===== src/rtl/rs_dec_ctrl.sv =====
// rs_dec_ctrl -- sequencing controller for an external RS(7,3) GF(8) decoder.
//
// Codewords are buffered in a 2-entry FIFO, handed one at a time to the
// decoder (dec_enable held for DEC_LATENCY cycles with dec_codeword stable),
// and the decoder's result is captured and offered downstream.
//
// Ports:
//   clk, reset          single clock; synchronous active-high reset
//   in_valid/in_ready   upstream codeword handshake (in_codeword, 21 bits)
//   dec_enable          decoder enable, high only while decoding
//   dec_codeword        codeword presented to the decoder (21 bits)
//   dec_decoded         decoder result, 3 symbols x 3 bits
//   out_valid/out_ready downstream message handshake (out_data, 9 bits)
//   busy                high when FSM not idle or FIFO holds entries
//   done_count          delivered message count, wraps 255 -> 0
//
// Handshake semantics (both sides): a transfer happens on a rising edge where
// valid and ready are both 1. in_ready and out_valid come only from registers,
// so neither in_valid nor out_ready reaches any output combinationally.
// A producer may assert valid while ready is low; nothing is lost and nothing
// is stored until ready is seen high at an edge.

module rs_dec_ctrl #(
  parameter int DEC_LATENCY = 4
) (
  input  logic        clk,
  input  logic        reset,
  input  logic        in_valid,
  output logic        in_ready,
  input  logic [20:0] in_codeword,
  output logic        dec_enable,
  output logic [20:0] dec_codeword,
  input  logic [8:0]  dec_decoded,
  output logic        out_valid,
  input  logic        out_ready,
  output logic [8:0]  out_data,
  output logic        busy,
  output logic [7:0]  done_count
);

  typedef enum logic [1:0] {
    IDLE = 2'd0,
    RUN  = 2'd1,
    OUT  = 2'd2
  } state_t;

  localparam logic [3:0] LAST_CNT = 4'(DEC_LATENCY - 1);

  state_t      state;
  logic [3:0]  cnt;

  // FIFO storage
  logic [20:0] fifo_mem [2];
  logic        wr_ptr;
  logic        rd_ptr;
  logic [1:0]  fifo_count;
  logic        fifo_empty;
  logic        fifo_full;
  logic        push;
  logic        pop;
  logic [20:0] fifo_head;

  assign fifo_empty = (fifo_count == 2'd0);
  assign fifo_full  = (fifo_count == 2'd2);
  assign fifo_head  = fifo_mem[rd_ptr];

  assign in_ready   = !fifo_full;
  assign push       = in_valid && !fifo_full;

  // The FSM takes the head in IDLE, or straight from OUT on a handshake so
  // back-to-back codewords never pass through IDLE.
  always_comb begin
    pop = 1'b0;
    if (!fifo_empty) begin
      if (state == IDLE)                  pop = 1'b1;
      else if (state == OUT && out_ready) pop = 1'b1;
    end
  end

  always_ff @(posedge clk) begin
    if (reset) begin
      wr_ptr      <= 1'b0;
      rd_ptr      <= 1'b0;
      fifo_count  <= 2'd0;
      fifo_mem[0] <= '0;
      fifo_mem[1] <= '0;
    end else begin
      if (push) begin
        fifo_mem[wr_ptr] <= in_codeword;
        wr_ptr           <= !wr_ptr;
      end
      if (pop) begin
        rd_ptr <= !rd_ptr;
      end
      // Simultaneous push and pop leaves occupancy unchanged.
      if (push && !pop)      fifo_count <= fifo_count + 2'd1;
      else if (pop && !push) fifo_count <= fifo_count - 2'd1;
    end
  end

  // Controller FSM; all outputs below decode registered state only.
  always_ff @(posedge clk) begin
    if (reset) begin
      state        <= IDLE;
      cnt          <= 4'd0;
      dec_codeword <= '0;
      out_data     <= '0;
      done_count   <= 8'd0;
    end else begin
      case (state)
        IDLE: begin
          if (!fifo_empty) begin
            dec_codeword <= fifo_head;
            cnt          <= 4'd0;
            state        <= RUN;
          end
        end
        RUN: begin
          // The decoder result is valid on the last enabled cycle.
          if (cnt == LAST_CNT) begin
            out_data <= dec_decoded;
            state    <= OUT;
          end else begin
            cnt <= cnt + 4'd1;
          end
        end
        OUT: begin
          if (out_ready) begin
            done_count <= done_count + 8'd1;
            if (!fifo_empty) begin
              dec_codeword <= fifo_head;
              cnt          <= 4'd0;
              state        <= RUN;
            end else begin
              state <= IDLE;
            end
          end
        end
        default: state <= IDLE;
      endcase
    end
  end

  assign dec_enable = (state == RUN);
  assign out_valid  = (state == OUT);
  assign busy       = (state != IDLE) || !fifo_empty;

endmodule


===== config.mk =====
export PLATFORM = sky130hd
export DESIGN_NAME = rs_dec_ctrl
export DESIGN_NICKNAME = d
export VERILOG_FILES = /design/src/rtl/rs_dec_ctrl.sv
export SDC_FILE = /design/constraint.sdc
export NUM_CORES = 1
export LEC_CHECK = 0
export ABC_CLOCK_PERIOD_IN_PS = 5000
export CAP_MARGIN = 20
export CORE_MARGIN = 5
export CORE_UTILIZATION = 46
export CTS_CLUSTER_DIAMETER = 80
export DETAILED_ROUTE_END_ITERATION = 10
export HOLD_SLACK_MARGIN = 0.02
export PLACE_DENSITY = 0.82
export SLEW_MARGIN = 20
export SYNTH_ARGS = -nofsm -noshare
export SYNTH_HDL_FRONTEND = slang
export SYNTH_SLANG_ARGS = --single-unit

===== constraint.sdc =====
create_clock -name clk -period 5 [get_ports clk]
set_input_delay 1 -clock clk [delete_from_list [all_inputs] [get_ports clk]]
set_output_delay 1 -clock clk [all_outputs]
set_load 0.03 [all_outputs]

; ---- After elaboration in Yosys (flattened, before gate mapping)
; Memories as Yosys holds them, arrays and structs flattened. A register that Yosys moved wholly into a read port is not among the register bits.
; Cells that the tools add are included.
[word_totals]
input_bits = 34
romBits = 0
mem_count = 1
regBits = 48
ram_bits = 42
latchBits = 0
out_inout_bits = 42
wordCells = 71
[op_classes]
reduce_logical = 23
n_lt_le_gt_ge = 0
shifts = 0
n_mul = 0
muxes = 27
n_div = 0
add_sub_neg = 4
eq_ne = 8
n_bitwise = 0
[memory_table]
columns = name, depth, width, read_ports, rd_clocked_by_memory_dff, wr, line_no
row1 = fifo_mem, 2, 21, 1, 1, 2, 53  ; logic [20:0] fifo_mem [2];
[op_table]
columns = operator, n
row1 = two-way mux 21 bit, 3
row2 = one-hot mux 21 bit (2 select lines), 1
row3 = OR reduction 21 bit, 1
row4 = two-way mux 1 bit, 13
row5 = two-way mux 4 bit, 3
row6 = one-hot mux 4 bit (3 select lines), 1
row7 = two-way mux 2 bit, 5
row8 = "adder 8 x 1 -> 8 bit, second input constant", 1
row9 = logical NOT 1 bit, 6
row10 = one-hot mux 2 bit (3 select lines), 1
row11 = AND reduction 2 bit, 3
row12 = AND reduction 3 bit, 2
row13 = nonzero test 2 bit, 3
row14 = "adder 4 x 1 -> 4 bit, second input constant", 1
row15 = "== test 2 bit, second input constant", 2
row16 = "== test 4 x 2 -> 1 bit, second input constant", 1
row17 = logical AND 1 bit, 4
row18 = logical NOT 2 bit, 2
row19 = "inequality test 2 x 1 -> 1 bit, second input constant", 2
row20 = "inequality test 2 bit, second input constant", 2
row21 = nonzero test 3 bit, 1
row22 = "adder 2 x 1 -> 2 bit, second input constant", 1
row23 = "== test 2 x 1 -> 1 bit, second input constant", 1
row24 = "subtractor 2 x 1 -> 2 bit, second input constant", 1
row25 = logical OR 1 bit, 1

; ---- Depth between registers and ports, before layout
[depth]
word_depth = 8
ltp_mapped = 8
ltp_nobuf = 7

; ---- Least setup slack after synthesis
; Ideal clock, no wire load.
[synth_timing]
path_type = input -> register
from = in reset
to = mem fifo_mem[0][0] (enable)
t_arrival_ns = 1.996
cell_stages = 3
n_path_buf = 2
path_slack_ns = 2.623
t_required_ns = 4.619
setup_time_ns = 0.381
cell_sequence = clkbuf_8 > clkbuf_1 > nand2b_1
[synth_lines]
columns = element, line_no
row1 = "start, declared", 27  ; input logic reset,
row2 = "end, declared", 53

; ---- Final worst setup path
[layout_timing]
from = reg state[1]
to = out busy
[layout_via]
elab_chain_len = 2
[layout_lines]
columns = element, line_no
row1 = "start, declared", 49  ; state_t state;
row2 = "start signal, assigned", 104  ; state <= IDLE;
row3 = "start signal, assigned", 115  ; state <= RUN;
row4 = "start signal, assigned", 122  ; state <= OUT;
row5 = nonzero test 2 bit, 146  ; assign busy = (state != IDLE) || !fifo_empty;
row6 = logical OR 1 bit, 146
row7 = "end, declared", 37  ; output logic busy,
; Every way passes these cells.

==> impl_metrics.yaml <==
clock_network:
  clk-insertion-delay-late_ns: 0.36
  ctsHtreeMaxLevel: 3
  cts_sinks: 91
  cts_setup_buffers: 0
  cts_tree: "yes"
  root_buffer: "clkbuf_8"
  cts_resized: 0
  clock_path_buffers: 2
  ctsHoldBuffers: 0
  path_clk_slew_ns: 0.09
  numCtsBuffers: 9
logic_synthesis:
  synth_area_leaders: "edfxtp_1 33%, dfxtp_1 25%, and2_1 7.0%"
  yosysTopAreaCell: "edfxtp_1"
  async_reset_ff_share_pct: 0
  synthCells: 334
  syn_avg_cell_area_um2: 11.5
  synthTopCellsByCount: "49 x dfxtp_1, 43 x and2_1, 42 x a21oi_1, 42 x edfxtp_1, 23 x a211oi_1"
  yosysWarnings: 0
  ys_types: 45
  synth-edff-count: 42
  syn-num-nets: 371
  synth.most_common_cell: "dfxtp_1"
  synth_ff_type: "dfxtp_1"
  synth_top_area_share_pct: 32.7
  synth_area_mm2: 0.00385
  ys_ff_latch: 91
  synth-seq-area-share_pct: 58.2
global_routing:
  antenna_found_initial: 0
  grt_max_degree: 52
  grt_overflow_total: 0
  grt_pass1_wl_um: 13000
  first_global_vias: 2722
  grt_use_total_pct: 16.3
setup_path:
  worst-path-buf-inv: 1
  critical_path_class: "reg -> out"
  crit_family: "buffers and inverters"
  slowest_stage: "clkdlybuf4s50_1"
  cp_cell_sequence: "or4_1, clkdlybuf4s50_1"
  worstSetupPathDepth: 2
  slowest_delay_ns: 0.62
  startpoint_type: "register"
  ff2ff_path_depth: 3
  path_max_fanout: 10
  cp_data_required_time_ns: 4.00
  critPathCaptureType: "primary output"
  arrival_ns: 1.96
final_layout:
  design_area_mm2: 0.00485
  fin_nets: 437
  finalNonFillerCells: 510
  drive_gt1_share_pct: 7.65
  n_fill_cell: 669
  diodes: 0
  syn_to_final_growth_pct: 25.9
drt:
  viasPerCell: 5.42
  ant_nets: 0
  drt_wl_total_um: 8060
  drt_iter0_drc: 76
  avgRoutedWirePerCell_um: 15.8
  drc: 0
  dr.pass1.iters: 5
  vias: 2762
placed_design:
  place_area_mm2: 0.00462
  placed_cells: 494
  io_buffers: 75
  gp_congestion: 0.806
  dpl.hpwl_um: 5370
sta:
  clock.fmax_mhz: 337
  setup_violations: 0
  holdWs_ns: 0.480
  skew_ns: 0.00736
  fin_crit_ns: 2.96
  hold_viol_final: 0
  rsz0062_at_grt: "no"
  fin_crit_sh_pct: 59.3
  relSlewSlack_pct: 59.7
  setup_tns_ns: 0
  maxSlewViolCount: 0
  worstMarginPinSlew_ns: 0.604
worst_hold_path:
  holdCritPathClass: "reg -> reg"
  holdPathStages: 2
die:
  dieArea_mm2: 0.0103
  pin_count: 76
  core_area_mm2: 0.00818
  die_height_um: 102
  rows: 33
  start_util_pct: 47.1
  die_w_um: 102
power:
  vdd_ir_drop_max_uv: 332
  power_per_cell_area_mw_per_mm2: 517
  p_leak_nw: 1.75
flow_run:
  maxCapViolCount: 0
outcome:
  status: "finished, final reports clean"
[cell families (layout without fill, tap and decap cells)]
kind of cell / after synthesis / in the layout / synth area share (%)
compound gates: 88 / 88 / 13.7
xor+xnor: 4 / 4 / 0.909
fa+ha+maj: 3 / 3 / 0.974
buf+inv: 29 / 100 / 4.12
flops: 91 / 91 / 58.2
mux: 24 / 24 / 6.30
simple gates: 95 / 95 / 15.8
[cell usage in the layout (no fill, tap or decap), types with 9 or more instances in the layout]
| cell type | n |
|---|---|
| clkdlybuf4s50_1 | 74 |
| dfxtp_1 | 49 |
| and2_1 | 43 |
| a21oi_1 | 42 |
| edfxtp_1 | 42 |
| a211oi_1 | 23 |
| mux2i_1 | 22 |
| o21ai_0 | 14 |
| nand3_1 | 13 |
| clkbuf_8 | 9 |
[stage by stage]
stage                     util (%)  power (mW)  setup WS [ns]
final                         59.3        2.51           2.04
after global routing          59.3        2.63           1.93
after CTS                     59.3        2.52           2.03
after detailed placement      56.5        1.94           1.76
after global placement        56.5        1.92           1.80
after floorplan                  -        1.63           2.62
[worst min-delay path, delay by kind of cell, from the launching register on]
family	cells	cell delay, ns
AOI/OAI and AO/OA	2	0.12
DFF	1	0.31
[final timing paths]
kind	slack, ns	to	start
worst max-delay path	2.04	busy	state[1]
worst min-delay path	0.48	out_data[2]	out_data[2]
worst max register to register	2.78	fifo_mem[1][12]	fifo_count[0]
worst min register to register	0.48	out_data[2]	out_data[2]
[area by class of cell]
class	instances	area, µm²	share of cell area (%)
clock inverter	6	104	2.14
sequential	91	2240	46.2
clock buffer	10	128	2.63
timing repair buffer	78	768	15.8
tap	105	131	2.71
inverter	6	22.5	0.464
multi-input combinational	214	1460	30.0
[sequential cells by signal, indices dropped and copies added, names as in the netlist, named ones only]
name / flops
out_data: 9
cnt: 4
fifo_count: 2
state: 2
fifo_mem: 42
dec_codeword: 21
wr_ptr: 1
rd_ptr: 1
done_count: 8
[report_power, final]
group	leakage [nW]	switching, mW	internal [mW]
clock network	0.118	0.248	0.329
logic	0.786	0.513	0.380
registers	0.845	0.0950	0.942
total	1.75	0.856	1.65
[layer usage]
metal  global-route usage (%)  vias to the layer above  share of wire (%)
met5                        0                        -                  0
met4                     7.57                        0                1.8
met3                     2.82                       12                4.7
met2                     27.6                       75                 49
met1                     20.3                     1320                 44
li1                         -                     1355                  -
Power figures use the tool's default switching activity.
==> edit: new RTL, config.mk and constraints unchanged <==
Make the reset (`reset`) asynchronous in 2 clocked blocks. Comments in the files are not updated.
--- a/src/rtl/rs_dec_ctrl.sv
+++ b/src/rtl/rs_dec_ctrl.sv
@@ -77,7 +77,7 @@
     end
   end
 
-  always_ff @(posedge clk) begin
+  always_ff @(posedge clk or posedge reset) begin
     if (reset) begin
       wr_ptr      <= 1'b0;
       rd_ptr      <= 1'b0;
@@ -99,7 +99,7 @@
   end
 
   // Controller FSM; all outputs below decode registered state only.
-  always_ff @(posedge clk) begin
+  always_ff @(posedge clk or posedge reset) begin
     if (reset) begin
       state        <= IDLE;
       cnt          <= 4'd0;
Check against the original RTL: differs if reset is asserted again (counterexample within 4 cycles, from zero or initial values and one cycle with reset high); with reset held inactive, the same outputs for 10 cycles.
==> edit against the original RTL <==
- via count fell by 20%
- utilization rose by 0.67 points
- register-to-register slack improved by 0.13 ns
- final area rose by 0.62%
- total power rose by 31%
- sequential cell count fell by 1
- routed wire length fell by 13%
- area after synthesis fell by 1.6%
- worst setup slack got worse by 0.14 ns
- synthesized cell count fell by 24%
- largest power group is now combinational logic
==> edit: results (changes against the original RTL) <==
Drt
  • Wl on met1: 3085 microns (was 3547 microns)
  • First-pass iteration count of the detailed router: 4 (was 5)
  • DRT iter0 DRCs: 38 (was 76)
  • Met3 wire length: 319 microns (was 380 microns)
  • Via count: 2197 (was 2762)
  • Drt wl/cell: 15.68 microns (was 15.81 microns)
  • Routed wl met2: 3479 microns (was 3988 microns)

Global route
  • Gr usage total: 14.81% (was 16.29%)
  • Largest net degree at the start of global routing: 57 (was 52)
  • Global-route wire length before repair: 11720 microns (was 13040 microns)
  • Initial antenna violation count: 0 (unchanged)
  • Number of global-route vias before repair: 2415 (was 2722)

Timing
  • Slew margin rel.: 28.13% (was 59.73%)
  • Setup Skew: 0.01148 ns (was 0.007361 ns)
  • Hold_ws: 0.4817 ns (was 0.4804 ns)

Min path
  • Hold WC Path Type: flop to flop (unchanged)

Synth
  • Post-synth ARST share: 100.0% (was 0%)
  • Synth area leaders: dfrtp_1, mux2_2, mux2_1, xor2_1, ha_1 (was edfxtp_1, dfxtp_1, and2_1, mux2i_1, a21oi_1)
  • Synth cell count leaders: dfrtp_1, mux2_2, mux2_1 (was dfxtp_1, and2_1, a21oi_1, edfxtp_1, a211oi_1)
  • Sequential area share after synthesis: 59.39% (was 58.18%)
  • Yosys warns: 0 (unchanged)
  • Post-synth cell types: 32 (was 45)
  • Ys flop type: dfrtp_1 (was dfxtp_1)
  • Mapped Cells: 255 (was 334)
  • Syn nets: 292 (was 371)

CTS
  • Clock Path Buffers: 2 (unchanged)
  • Cts bufs inserted: 9 (unchanged)
  • Clock-pin slew on the worst setup and hold paths: 0.09 ns (about the same)

Worst setup path
  • CP arrival: 2.11 ns (was 1.96 ns)
  • R2r setup slk: 2.91 ns (was 2.78 ns)
  • CP top delay family: buffers and inverters (unchanged)
  • Worst Path Max Fanout: 8 (was 10)
  • Critical path's slowest cell: clkdlybuf4s50_1 (unchanged)
  • Crit-path max cell delay: 0.79 ns (was 0.62 ns)

Outcome
  • Status: completed (unchanged)

Pwr
  • Leakage: 2.106 nW (was 1.749 nW)
  • Worst vdd ir: 0.3565 mV (was 0.3315 mV)

Placed design
  • Inst Count DP: 428 (was 494)
  • DP Wirelength: 4879 microns (was 5366 microns)
  • Gp weighted congestion: 0.7424 (was 0.8056)

Finish
  • Layout cells sized above 1: 27.35% (was 7.654%)
  • Post-Layout Cell Count: 445 (was 510)
  • Final-stage net count: 372 (was 437)
  • Fillers: 633 (was 669)
[edit: cell types whose count changed in the layout (fill, tap and decap cells not counted), sizes merged, moves of 6 or more]
cell    change
a211oi     -23
a21oi      -42
and2       -42
dfrtp      +90
dfxtp      -49
edfxtp     -42
mux2       +92
mux2i      -21
nand2       +6
nand3      -10
o21ai      -13
[edit: final timing paths]
kind,from,endpoint,cells after the start
max,state[0]$_DFFE_PP0P_,dec_enable,2
max reg2reg,fifo_count[0]$_DFFE_PP0P_,fifo_mem[22]$_DFFE_PP0P_,3
max in group asynchronous,reset,fifo_mem[2]$_DFFE_PP0P_,3
min,done_count[7]$_DFFE_PP0P_,done_count[7]$_DFFE_PP0P_,1
min in group asynchronous,reset,out_data[6]$_DFFE_PP0P_,2
min reg2reg,done_count[7]$_DFFE_PP0P_,done_count[7]$_DFFE_PP0P_,1
[edit: kinds of logic (layout without fill, tap and decap cells)]
logic type,after synthesis,in the layout,share of synthesized area (%)
and+or+nand+nor,32,32,4.751
adders and majority gates,3,3,0.9899
buffers and inverters,15,100,2.045
AOI/OAI and AO/OA,7,7,1.650
DFF,90,90,59.39
muxes,95,95,28.18
xor gates and xnor gates,13,13,3.002
[edit: area by class of cell]
type,count,area (sq um),share of cell area [%]
multi-input cells,150,1463,29.97
clock inverters,4,73.82,1.512
well taps,105,131.4,2.692
repair buffers,78,780.7,16.00
flip-flops and latches,90,2252,46.14
clock buffers,12,155.1,3.179
inverters,6,25.02,0.5127
[edit: power by group]
group          switching, mW  total, mW  internal [mW]
registers              0.216       1.29           1.07
logic                  0.666       1.43          0.766
clock network          0.247      0.557          0.309
[edit: layer usage]
metal | global-route usage [%] | vias to the layer above
met4 | 5.285 | 0
li1 | - | 1049
met2 | 24.76 | 42
met3 | 4.014 | 8
met1 | 18.45 | 1098
met5 | 0 | -
[edit: metrics by stage]
step	setup WS (ns)	total power, mW	instance area, sq um
floorplan	1.665	2.265	3792
global placement	1.960	2.696	4636
detailed placement	1.940	2.752	4636
CTS	1.872	3.313	4865
global route	1.779	3.476	4881
finish	1.893	3.277	4881
